==> config.mk <==
export PLATFORM = sky130hd
export DESIGN_NAME = cv32e40s_data_trans_gate
export DESIGN_NICKNAME = d
export VERILOG_FILES = /design/src/rtl/cv32e40s_pkg.sv /design/src/rtl/cv32e40s_data_trans_watchdog.sv /design/src/rtl/cv32e40s_data_trans_gate.sv
export SDC_FILE = /design/constraint.sdc
export NUM_CORES = 1
export LEC_CHECK = 0
export ABC_AREA = 1
export BUFFER_PORTS_ARGS = -buffer_cell sky130_fd_sc_hd__buf_2
export CORE_ASPECT_RATIO = 0.75
export CORE_MARGIN = 3
export CORE_UTILIZATION = 30
export DETAILED_ROUTE_END_ITERATION = 12
export HOLD_SLACK_MARGIN = 0.02
export PLACE_DENSITY = 0.65
export SYNTH_ARGS = -nofsm -noshare
export SYNTH_HDL_FRONTEND = slang
export SYNTH_SLANG_ARGS = --single-unit
==> constraint.sdc <==
create_clock -name clk -period 1.35 [get_ports clk]
set_clock_uncertainty 0.1 [all_clocks]
set_input_delay 0.27 -clock clk [delete_from_list [all_inputs] [get_ports clk]]
set_output_delay 0.27 -clock clk [all_outputs]
set_load 0.01 [all_outputs]
==> src/rtl/cv32e40s_pkg.sv <==
// ----------------------------------------------------------------------------
// cv32e40s_pkg
// Shared types for the data-side transaction path:
//   gate_state_t    - occupancy of the single-entry request buffer in
//                     cv32e40s_data_trans_gate.
//   obi_data_req_t  - OBI A-channel payload (address phase) from the LSU.
//   obi_data_resp_t - OBI R-channel payload (response phase) toward the LSU.
// ----------------------------------------------------------------------------
package cv32e40s_pkg;

    typedef enum logic {
        GATE_EMPTY = 1'b0,
        GATE_FULL  = 1'b1
    } gate_state_t;

    typedef struct packed {
        logic [31:0] addr;
        logic        we;
        logic [3:0]  be;
        logic [31:0] wdata;
        logic [1:0]  memtype;
        logic [2:0]  prot;
        logic        dbg;
    } obi_data_req_t;

    typedef struct packed {
        logic [31:0] rdata;
        logic        err;
        logic        exokay;
    } obi_data_resp_t;

endpackage

==> src/rtl/cv32e40s_data_trans_watchdog.sv <==
// ----------------------------------------------------------------------------
// cv32e40s_data_trans_watchdog
// Counts consecutive cycles spent waiting for a data response and pulses
// timeout_o for one cycle when the count reaches TIMEOUT_CYCLES. The count
// then clears so the watchdog re-arms while the wait continues.
// Only instantiated when CV32E40S_DATA_TRANS_GATE_WATCHDOG_EN is defined.
// Ports:
//   clk       in   clock
//   rst       in   synchronous active-high reset
//   active_i  in   a transaction is waiting for its response
//   kick_i    in   a response arrived this cycle (restarts the count)
//   timeout_o out  one-cycle registered timeout pulse
// ----------------------------------------------------------------------------
module cv32e40s_data_trans_watchdog #(
    parameter int TIMEOUT_CYCLES = 255
) (
    input  logic clk,
    input  logic rst,
    input  logic active_i,
    input  logic kick_i,
    output logic timeout_o
);

    localparam logic [15:0] LIMIT = 16'(TIMEOUT_CYCLES);

    logic [15:0] count_q;
    logic [15:0] count_d;
    logic        timeout_q;
    logic        timeout_d;

    always_comb begin
        count_d   = count_q;
        timeout_d = 1'b0;
        if (!active_i || kick_i) begin
            count_d = '0;
        end else if (count_q + 16'd1 == LIMIT) begin
            // Limit reached: flag it and start a fresh interval.
            count_d   = '0;
            timeout_d = 1'b1;
        end else begin
            count_d = count_q + 16'd1;
        end
    end

    always_ff @(posedge clk) begin
        if (rst) begin
            count_q   <= '0;
            timeout_q <= 1'b0;
        end else begin
            count_q   <= count_d;
            timeout_q <= timeout_d;
        end
    end

    assign timeout_o = timeout_q && !rst;

endmodule

==> src/rtl/cv32e40s_data_trans_gate.sv <==
// ----------------------------------------------------------------------------
// cv32e40s_data_trans_gate
// Sits between the LSU and the data OBI adapter. Holds one LSU request in a
// stable output register, issues it only while fewer than MAX_OUTSTANDING
// transactions are in flight, and forwards responses unchanged.
// Optional watchdog: define CV32E40S_DATA_TRANS_GATE_WATCHDOG_EN to build in
// the response timeout (TIMEOUT_CYCLES); otherwise timeout_err_o is tied 0.
// Ports:
//   clk, rst                   clock, synchronous active-high reset
//   lsu_valid_i/lsu_ready_o    LSU request handshake, lsu_trans_i payload
//   trans_valid_o/trans_ready_i request toward OBI adapter, trans_o payload
//   resp_valid_i/resp_i        response from OBI adapter
//   lsu_resp_valid_o/lsu_resp_o response toward LSU (combinational)
//   outstanding_o              granted transactions awaiting a response
//   idle_o                     buffer empty and nothing outstanding
//   protocol_err_o             pulse: response arrived with nothing outstanding
//   timeout_err_o              pulse: watchdog expired
// ----------------------------------------------------------------------------
module cv32e40s_data_trans_gate
    import cv32e40s_pkg::*;
#(
    parameter int MAX_OUTSTANDING = 2,
    parameter int TIMEOUT_CYCLES  = 255
) (
    input  logic                                   clk,
    input  logic                                   rst,
    input  logic                                   lsu_valid_i,
    output logic                                   lsu_ready_o,
    input  obi_data_req_t                          lsu_trans_i,
    output logic                                   trans_valid_o,
    input  logic                                   trans_ready_i,
    output obi_data_req_t                          trans_o,
    input  logic                                   resp_valid_i,
    input  obi_data_resp_t                         resp_i,
    output logic                                   lsu_resp_valid_o,
    output obi_data_resp_t                         lsu_resp_o,
    output logic [$clog2(MAX_OUTSTANDING+1)-1:0]   outstanding_o,
    output logic                                   idle_o,
    output logic                                   protocol_err_o,
    output logic                                   timeout_err_o
);

    localparam int              CNT_W   = $clog2(MAX_OUTSTANDING + 1);
    localparam logic [CNT_W-1:0] MAX_CNT = CNT_W'(MAX_OUTSTANDING);

    // Elaboration-time guard on the supported parameter ranges.
    if (MAX_OUTSTANDING < 1 || MAX_OUTSTANDING > 7) begin : g_bad_max_outstanding
        $error("MAX_OUTSTANDING must be in 1..7");
    end
    if (TIMEOUT_CYCLES < 1 || TIMEOUT_CYCLES > 65535) begin : g_bad_timeout
        $error("TIMEOUT_CYCLES must be in 1..65535");
    end

    gate_state_t      state_q;
    gate_state_t      state_d;
    obi_data_req_t    buf_q;
    obi_data_req_t    buf_d;
    logic [CNT_W-1:0] outstanding_q;
    logic [CNT_W-1:0] outstanding_d;
    logic             protocol_err_q;
    logic             protocol_err_d;

    logic issue_ok;
    logic issue;
    logic accept;
    logic dec;

    // Outstanding count only rises on an issue, so once trans_valid_o is
    // high it cannot drop before the grant: the A-channel stays stable.
    assign issue_ok      = (outstanding_q < MAX_CNT);
    assign trans_valid_o = !rst && (state_q == GATE_FULL) && issue_ok;
    assign issue         = trans_valid_o && trans_ready_i;
    assign lsu_ready_o   = !rst && ((state_q == GATE_EMPTY) || issue);
    assign accept        = lsu_valid_i && lsu_ready_o;
    // A response with nothing outstanding must not underflow the count.
    assign dec           = resp_valid_i && (outstanding_q != '0);

    always_comb begin
        state_d        = state_q;
        buf_d          = buf_q;
        outstanding_d  = outstanding_q;
        protocol_err_d = resp_valid_i && (outstanding_q == '0) && !rst;

        if (accept) begin
            state_d = GATE_FULL;
            buf_d   = lsu_trans_i;
        end else if (issue) begin
            state_d = GATE_EMPTY;
        end

        case ({issue, dec})
            2'b10:   outstanding_d = outstanding_q + CNT_W'(1);
            2'b01:   outstanding_d = outstanding_q - CNT_W'(1);
            default: outstanding_d = outstanding_q;
        endcase
    end

    always_ff @(posedge clk) begin
        if (rst) begin
            state_q        <= GATE_EMPTY;
            buf_q          <= '0;
            outstanding_q  <= '0;
            protocol_err_q <= 1'b0;
        end else begin
            state_q        <= state_d;
            buf_q          <= buf_d;
            outstanding_q  <= outstanding_d;
            protocol_err_q <= protocol_err_d;
        end
    end

    assign trans_o          = buf_q;
    assign lsu_resp_valid_o = resp_valid_i;
    assign lsu_resp_o       = resp_i;
    assign outstanding_o    = rst ? '0 : outstanding_q;
    assign idle_o           = rst || ((state_q == GATE_EMPTY) && (outstanding_q == '0));
    assign protocol_err_o   = protocol_err_q && !rst;

`ifdef CV32E40S_DATA_TRANS_GATE_WATCHDOG_EN
    // The grant cycle itself counts as the first cycle of waiting, so the
    // pulse lands TIMEOUT_CYCLES cycles after the grant.
    logic wd_active;
    assign wd_active = (outstanding_q != '0) || issue;

    cv32e40s_data_trans_watchdog #(
        .TIMEOUT_CYCLES (TIMEOUT_CYCLES)
    ) u_watchdog (
        .clk       (clk),
        .rst       (rst),
        .active_i  (wd_active),
        .kick_i    (resp_valid_i),
        .timeout_o (timeout_err_o)
    );
`else
    assign timeout_err_o = 1'b0;
`endif

endmodule

==> metrics.md, run 1 <==
| Metric | Value |
|---|---|
| Clock root buffer | clkbuf_16 |
| Post-DP Area | approximately 4700 sq um |
| R2r setup slk | -0.16 ns |
| XOR/XNOR Fraction of Synth Area | 0% |
| Min cycle time layout | between 1.5 and 2 ns |
| Simple-Gate Fraction of Synth Area | between 30% and 40% |
| Power share of the clock group | 39.5% |
| Clock tree buffer depth | 2 |
| Post-synth top area cell | dfxtp_1 |
| Register bit total from synthesis | 79 |
| Die W | between 100 and 150 microns |
| Initial core utilization | 31.0% |
| Vias per inst | roughly 4.4 |
| Fin crit share | 117% |
| Tot Pwr | 6320 uW |
| Most frequent cells in the layout | 158 x buf_2, 153 x nand2_1, 78 x inv_1, 77 x nor2_1, 76 x dfxtp_1 |
| Clk_lat worst skew | 0.33 ns |
| Setup crit start kind | register |
| First-pass GRT wire length | roughly 18,000 microns |
| First-pass DRT Iterations | 4 |
| Worst setup margin | -0.223 ns |
| Cell count after synthesis | 564 |
| Worst-case reg-to-reg path depth | 9 |
| Post-synthesis compound-gate area fraction | less than 1% |
| H-tree levels | 3 |
| Avg Cell Area, Syn | just under 7 sq um |
| Drt drc | 0 |
| HP Start | lsu_trans_i[68] |
| Area delta synth->final | 40.1% |
| CP required | 0.98 ns |
| Initial antenna violation count | 0 |
| Core Box Area | about 12,000 sq um |
| Die Area | between 10,000 and 15,000 sq um |
| Num CTS Buffers | 9 |
| Failing checks | negative setup slack |
| Fill cell count | 1,285 |
| Largest family of logic cells by synthesized area | simple AND/OR/NAND/NOR gates |
| CP Capture Type | primary output |
| Dpl cells | approximately 840 |
| FP Rows | 35 |
| Outcome | finished with violations |
| Vias in the first global route | 3,545 |
| Initial DRC Count | between 150 and 200 |
| Reg2reg end | trans_o[41] |
| Comb power frac | between 10% and 20% |
| Critical path peak fanout | 3 |
| Yosys top cell area share | 41.1% |
| Reg clk slew, reported paths | 0.06 ns |
| # clock sinks | slightly below 80 |
| Final Wtd Congestion | roughly 0.72 |
| Setup-failing EPs final | between 80 and 90 |
| PD cells | approximately 1200 nW/um^2 |
| Synth unique cells | 19 |
| Final Routed Wirelength | about 11,000 microns |
| Dpl hpwl | 7560 microns |
| Maxcap violations | 0 |
| Cell area after layout | roughly 5400 sq um |
| TritonCTS clock tree | yes |
| Count of input and output buffers | 161 |
| Final Hold Fails | 0 |
| Fmax | roughly 0.64 GHz |
| Layout cells sized above 1 | between 30% and 40% |
| Internal power | between 4000 and 5000 uW |
| Hold worst-path end | trans_o[68] |
| CP startpoint | outstanding_q[1] |
| Multiplexer share of the synthesized area | 0% |
| Synthesized area | just under 4000 sq um |
| Reg2Reg Launch Point | outstanding_q[1] |
| Commonest non-fill, non-tap cell in the layout | buf_2 |
| Seq pwr share | 41.1% |
| Finished Layout Cells | ~870 |
| Hold WS | 0.0709 ns |
| Synth top area cells | dfxtp_1 41%, nand2_1 15%, nand4_1 12% |
| Largest net degree at the start of global routing | 44 |
| RSZ-0062 raised after global routing | yes |
| Hold-critical path depth | 3 |
| Via count | roughly 3,800 |
| Diode count | 0 |
| Post-CTS Hold Buffers | 0 |
| Leakage Power | ~0.0029 uW |
| Crit Path Class | reg -> out |
| Hold crit path type | in -> reg |
| Slew Limit Fails | 0 |
| GR Overflow Total | 0 |
| Post-synthesis sequential area ratio | 41.1% |
| Antenna viol nets, final | 0 |
| Post-Syn Nets | around 680 |
| CP Data Arrival Time | between 1 and 1.5 ns |
| Worst vdd ir | ~0.7 mV |
| Final core utilization | 43.5% |
| Sw frac | roughly a quarter |
| Vert. Die Dim | between 100 and 150 microns |
| WL/cell | between 10 and 15 microns |
| Adder-cell share of the synthesized area | less than 1% |
| I/O pins | 231 |
| Fin nets | 819 |
| Switching Power | ~1700 uW |
| GRT Total Usage | between 10% and 20% |
| Syn. warnings | 0 |
-- layout make-up --
type / instances / area, sq um / area share [%]
sequential: 79 / 1590 / 29.5
multi-input combinational: 325 / 1530 / 28.3
timing repair buffer: 207 / 1440 / 26.7
inverter: 82 / 320 / 5.95
clock buffer: 9 / 225 / 4.18
tap: 166 / 208 / 3.86
clock inverter: 5 / 75.1 / 1.39
-- through the flow --
step	setup WS, ns	setup TNS [ns]
floorplan	0.000509	0
global placement	-0.151	-3.33
detailed placement	-0.164	-4.95
CTS	-0.268	-13.91
global route	-0.288	-17.51
finish	-0.223	-11.71
-- power by group through the flow --
stage	Clock (uW)	Sequential [uW]	Combinational (uW)
after global routing	2680	2620	1360
after floorplan	0	2720	590
after CTS	2580	2600	1200
after detailed placement	0	2640	1040
final	2500	2600	1220
after global placement	0	2640	1050
-- synth_stat cells (all sizes together) --
master	number
a21oi	4
nor3	1
clkbuf	21
inv	82
dfxtp	79
nor2	84
buf	57
o21ai	3
nand2	154
ha	1
conb	1
nand4	76
nand3	1
-- kinds of logic (layout without fill, tap and decap cells) --
group,count (synthesis),after routing
adder cells (fa/ha/maj),1,1
AO/OA/AOI/OAI,7,7
AND/OR/NAND/NOR,316,316
buffers and inverters,160,303
flip-flops,79,79
other,1,1
-- how the worst max path moves through the flow --
| stage | endpoint | slack, ns | depth (start not counted) |
|---|---|---|---|
| final | lsu_ready_o | -0.22 | 5 |
| after global routing | lsu_ready_o | -0.29 | 5 |
| after CTS | lsu_ready_o | -0.27 | 5 |
| after detailed placement | lsu_ready_o | -0.16 | 6 |
| after global placement | lsu_ready_o | -0.15 | 6 |
| after floorplan | trans_o[10] | 0.0005 | 9 |
-- flip-flops by register name, indices dropped and copies added, names as in the netlist --
name            cells
outstanding_q       2
trans_o            75
state_q             1
protocol_err_q      1
-- worst max-delay path: stages, from the launching register on --
cell	delay (ns)
dfxtp_4	0.36
inv_4	0.06
nand4_4	0.07
buf_6	0.13
a21oi_4	0.13
buf_6	0.12
-- timing repair --
action,in CTS,in global routing
pin swaps,5,4
cloned,5,0
setup buffers,5,8
resized for setup,33,16
setup endpoints to repair,31,84
-- layer usage --
layer / global-route usage, % / up-vias / share of wire, %
met5: 0 / - / 0
met4: 3.67 / 0 / 0.73
met1: 22.0 / 1675 / 47
met2: 22.8 / 168 / 42
li1: - / 1985 / -
met3: 6.87 / 6 / 10
Note: power is estimated with default switching activity, not from simulation.
==> run 2, diff against run 1 <==
- BUFFER_PORTS_ARGS: -buffer_cell sky130_fd_sc_hd__buf_2 -> default
- DONT_BUFFER_PORTS: default -> 1
- PLACE_DENSITY: 0.65 -> 0.49
==> metrics.md, run 2 (synthesis gave the netlist of run 1 again) <==
| Metric | Value |
|---|---|
| Outcome | finished with violations |
| Failing checks | negative setup slack |
| Commonest non-fill, non-tap cell in the layout | nand2_1 |
| Diode count | 0 (unchanged) |
| Die Area | 14,200 sq um (unchanged) |
| Switching Power | 1640 uW (-0.62%) |
| GRT Total Usage | 14.6% (-1.3 points) |
| Count of input and output buffers | 0 (-100%) |
| Area delta synth->final | 35.2% |
| PD cells | 1170 nW/um^2 (-0.31%) |
| Power share of the clock group | 40.2% (+0.7 points) |
| Initial DRC Count | 221 (+33%) |
| Hold worst-path end | trans_o[55] |
| GR Overflow Total | 0 (unchanged) |
| # clock sinks | 79 (unchanged) |
| Setup-failing EPs final | 53 (-35%) |
| First-pass DRT Iterations | 5 (+1) |
| Critical path peak fanout | 3 (unchanged) |
| Slew Limit Fails | 0 (unchanged) |
| Tot Pwr | 6080 uW (-3.7%) |
| Internal power | 4440 uW (-4.8%) |
| Worst-case reg-to-reg path depth | 7 (-2) |
| Initial antenna violation count | 0 (unchanged) |
| Vias in the first global route | 3,448 (-2.7%) |
| Cell area after layout | 5200 sq um (-3.4%) |
| Reg2reg end | trans_o[21] |
| Final Routed Wirelength | 12,800 microns (+12%) |
| Worst vdd ir | 0.507 mV (-26%) |
| Clock tree buffer depth | 2 (unchanged) |
| Vert. Die Dim | 104 microns (unchanged) |
| CP required | 0.98 ns (about the same) |
| Vias per inst | 4.73 (+7.7%) |
| WL/cell | 16.4 microns (+25%) |
| Reg2Reg Launch Point | outstanding_q[1] |
| Min cycle time layout | 1.43 ns (-0.143 ns) |
| Die W | 137 microns (unchanged) |
| Leakage Power | 0.00237 uW (-17%) |
| Clock root buffer | clkbuf_16 |
| Final Wtd Congestion | 0.743 (+3.0%) |
| R2r setup slk | -0.04 ns (+0.12 ns) |
| RSZ-0062 raised after global routing | yes |
| CP Capture Type | primary output |
| Final core utilization | 42.0% (-1.5 points) |
| Drt drc | 0 (unchanged) |
| H-tree levels | 3 (unchanged) |
| Initial core utilization | 31.0% (unchanged) |
| Largest net degree at the start of global routing | 83 (+89%) |
| Via count | 3,680 (-4.0%) |
| Layout cells sized above 1 | 10.8% (-23 points) |
| Worst setup margin | -0.0801 ns (+0.143 ns) |
| Antenna viol nets, final | 0 (unchanged) |
| Comb power frac | 15.1% (-4.2 points) |
| I/O pins | 231 (unchanged) |
| Dpl hpwl | 6490 microns (-14%) |
| Setup crit start kind | register |
| Num CTS Buffers | 9 (unchanged) |
| Fin crit share | 106% (-11 points) |
| Hold crit path type | in -> reg |
| CP Data Arrival Time | 1.06 ns (-0.14 ns) |
| Clk_lat worst skew | 0.33 ns (about the same) |
| FP Rows | 35 (unchanged) |
| TritonCTS clock tree | yes |
| Fin nets | 722 (-12%) |
| Most frequent cells in the layout | 146 x nand2_1, 87 x dlygate4sd3_1, 78 x inv_1, 78 x nor2_1 |
| Seq pwr share | 44.8% (+3.7 points) |
| Core Box Area | 12,400 sq um (unchanged) |
| Maxcap violations | 0 (unchanged) |
| Hold-critical path depth | 2 (-1) |
| Post-DP Area | 3720 sq um (-21%) |
| Reg clk slew, reported paths | 0.06 ns (about the same) |
| Final Hold Fails | 0 (unchanged) |
| Fmax | 0.699 GHz (+10%) |
| First-pass GRT wire length | 17,300 microns (-4.3%) |
| Sw frac | 27.0% (+0.85 points) |
| Largest register FFs | 75 (unchanged) |
| HP Start | lsu_valid_i |
| Crit Path Class | reg -> out |
==> run 2: how the worst max path moves through the flow <==
stage	cells after the start	to	slack [ns]	startpoint
2_1_floorplan	9	trans_o[10]	0.0005	rst
3_3_place_gp	7	outstanding_q[1]	-0.02	outstanding_q[1]
3_5_place_dp	7	outstanding_q[1]	-0.07	outstanding_q[1]
4_1_cts	3	lsu_ready_o	-0.12	outstanding_q[1]
5_1_grt	3	lsu_ready_o	-0.13	outstanding_q[1]
6_report	3	lsu_ready_o	-0.08	outstanding_q[1]
==> run 2: stage by stage <==
step / setup slack [ns] / cells / setup TNS (ns) / hold WS, ns
floorplan: 0.000509 / 564 / 0 / 0.309
global placement: -0.0225 / 663 / -0.251 / 0.255
detailed placement: -0.0691 / 663 / -3.78 / 0.259
CTS: -0.121 / 762 / -5.17 / -0.107
global route: -0.135 / 778 / -6.87 / 0.0112
finish: -0.0801 / 778 / -0.910 / 0.00751
==> run 2: worst max-delay path: stages (launching register included) <==
cell     delay [ns]
dfxtp_4        0.36
inv_4          0.06
nand4_4        0.12
a21oi_4        0.19
==> run 2: layout make-up <==
class / count / area, sq um
fillers: 1269 / 7190
clock inverters: 5 / 57.6
inverters: 82 / 320
repair buffers: 110 / 1240
well taps: 166 / 208
clock buffers: 11 / 243
flip-flops and latches: 79 / 1590
multi-input cells: 325 / 1540
==> run 2: per-layer routing <==
metal / wire length [microns] / track usage [%]
met4: 111 / 3.74
met5: 0 / 0
met2: 5910 / 23.4
met3: 1220 / 6.72
met1: 5520 / 17.8
==> run 2: what timing repair did <==
action                     CTS  global route
gates cloned                 0             6
pin swaps                    3             5
hold buffers                83             7
hold endpoints to repair    77            39
buffers inserted             0             3
setup endpoints to repair   81            82
gates resized for setup     13            20
==> run 2: power groups by stage <==
stage	clock network (uW)	registers [uW]	logic, uW
floorplan	0	2720	590
global placement	0	2770	498
detailed placement	0	2770	513
CTS	2550	2720	719
global route	2620	2740	1010
finish	2440	2720	917
==> run 3, diff against run 2 <==
- CORE_UTILIZATION: 30 -> 57
- PLACE_DENSITY: 0.49 -> 0.79
==> metrics.md, run 3 (synthesis gave the netlist of run 1 again) <==
| Metric | Value |
|---|---|
| Fmax | 0.676 GHz (-3.4%) |
| Initial DRC Count | 207 (-6.3%) |
| First-pass GRT wire length | 17,100 microns (-0.84%) |
| Final Wtd Congestion | 0.769 (+3.4%) |
| Hold crit path type | in -> reg |
| WL/cell | 16.0 microns (-2.2%) |
| # clock sinks | 79 (unchanged) |
| Final Routed Wirelength | 10,900 microns (-15%) |
| Initial core utilization | 60.0% (+29 points) |
| R2r setup slk | -0.07 ns (-0.03 ns) |
| Setup crit start kind | register |
| Post-DP Area | 3620 sq um (-2.7%) |
| Vias in the first global route | 3,541 (+2.7%) |
| Slew Limit Fails | 0 (unchanged) |
| Failing checks | negative hold slack, negative setup slack |
| Count of input and output buffers | 0 (unchanged) |
| TritonCTS clock tree | yes |
| CP Capture Type | primary output |
| Layout cells sized above 1 | 8.03% (-2.8 points) |
| Via count | 3,676 (-0.11%) |
| Setup-failing EPs final | 76 (+43%) |
| Worst setup margin | -0.130 ns (-0.0498 ns) |
| Commonest non-fill, non-tap cell in the layout | nand2_1 |
| CP Data Arrival Time | 1.11 ns (+0.05 ns) |
| Area delta synth->final | 22.3% |
| PD cells | 1100 nW/um^2 (-5.9%) |
| Clock tree buffer depth | 2 (unchanged) |
| Clock root buffer | clkbuf_8 |
| RSZ-0062 raised after global routing | yes |
| CP required | 0.98 ns (about the same) |
| Num CTS Buffers | 9 (unchanged) |
| Final Hold Fails | 3 (+3) |
| FP Rows | 25 (-29%) |
| Dpl cells | 579 (-13%) |
| Largest net degree at the start of global routing | 83 (unchanged) |
| Worst vdd ir | 0.654 mV (+29%) |
| H-tree levels | 3 (unchanged) |
| Clk_lat worst skew | 0.34 ns (about the same) |
| Diode count | 0 (unchanged) |
| Maxcap violations | 0 (unchanged) |
| Finished Layout Cells | 679 (-13%) |
| Vias per inst | 5.41 (+14%) |
| Most frequent cells in the layout | 153 x nand2_1, 83 x dlygate4sd3_1, 79 x inv_1, 78 x nor2_1, 75 x nand4_1 |
| Cell area after layout | 4700 sq um (-9.6%) |
| Hold WS | -0.0384 ns (-0.0459 ns) |
| Outcome | finished with violations |
| Crit Path Class | reg -> out |
| Vert. Die Dim | 77.1 microns (-26%) |
| First-pass DRT Iterations | 4 (-1) |
| GRT Total Usage | 27.1% (+12 points) |
| Die W | 101 microns (-26%) |
| Die Area | 7780 sq um (-45%) |
| Leakage Power | 0.00219 uW (-7.7%) |
| Reg clk slew, reported paths | 0.09 ns (+0.03 ns) |
| Fin nets | 708 (-1.9%) |
| Drt drc | 0 (unchanged) |
| I/O pins | 231 (unchanged) |
| Largest register FFs | 75 (unchanged) |
| Initial antenna violation count | 0 (unchanged) |
| Dpl hpwl | 5870 microns (-9.6%) |
| Fill cell count | 452 (-64%) |
| Core Box Area | 6410 sq um (-48%) |
| Fin crit share | 110% (+3.7 points) |
| Min cycle time layout | 1.48 ns (+0.0498 ns) |
| Critical path peak fanout | 3 (unchanged) |
| GR Overflow Total | 0 (unchanged) |
| Antenna viol nets, final | 0 (unchanged) |
run 3: layer usage:
metal | routed length [microns] | part of all wire [%] | vias to the layer above | GRT usage [%]
met5 | 0 | 0 | - | 0
met3 | 940 | 8.6 | 44 | 7.82
met1 | 3960 | 36 | 1675 | 30.6
met2 | 5720 | 53 | 198 | 48.2
li1 | - | - | 1759 | -
met4 | 257 | 2.4 | 0 | 9.29
run 3: worst max-delay path, cell delays in order, from the launching register on:
cell,delay (ns)
dfxtp_2,0.35
inv_2,0.07
nand4_4,0.09
a21oi_2,0.13
buf_4,0.13
run 3: through the flow:
step | worst slack, ns | power, uW | setup TNS [ns] | utilization [%]
2_1_floorplan | 0.000509 | 3310 | 0 | -
3_3_place_gp | -0.00386 | 3250 | -0.0180 | 56.5
3_5_place_dp | -0.0716 | 3280 | -3.91 | 56.5
4_1_cts | -0.169 | 5160 | -1.99 | 72.6
5_1_grt | -0.209 | 5440 | -7.73 | 73.3
6_report | -0.130 | 5180 | -2.12 | 73.3
run 3: path summary, 6_finish.rpt:
kind,from,to,depth (start not counted)
setup / recovery,outstanding_q[1],lsu_ready_o,4
hold / removal,rst,state_q,1
setup reg to reg,outstanding_q[1],trans_o[38],7
hold reg to reg,trans_o[28],trans_o[28],4
run 3: power by group:
| group | leakage, uW | switching [uW] | internal (uW) |
|---|---|---|---|
| Clock | 0.0000895 | 835 | 857 |
| Combinational | 0.00144 | 393 | 377 |
| Sequential | 0.000654 | 208 | 2510 |
run 3: what timing repair did:
item | CTS | global route
endpoints found under the setup margin | 81 | 82
cloned | 0 | 0
endpoints found under the hold margin | 77 | 64
setup buffers | 1 | 0
resized for setup | 9 | 14
hold buffers | 82 | 2
pin swaps | 3 | 3
run 3: final cells by class:
type,count,area (sq um),share of cell area (%)
sequential,79,1590,33.8
timing repair buffer,96,995,21.2
inverter,82,318,6.76
tap,81,101,2.16
clock buffer,11,131,2.79
multi-input combinational,325,1510,32.1
clock inverter,5,58.8,1.25
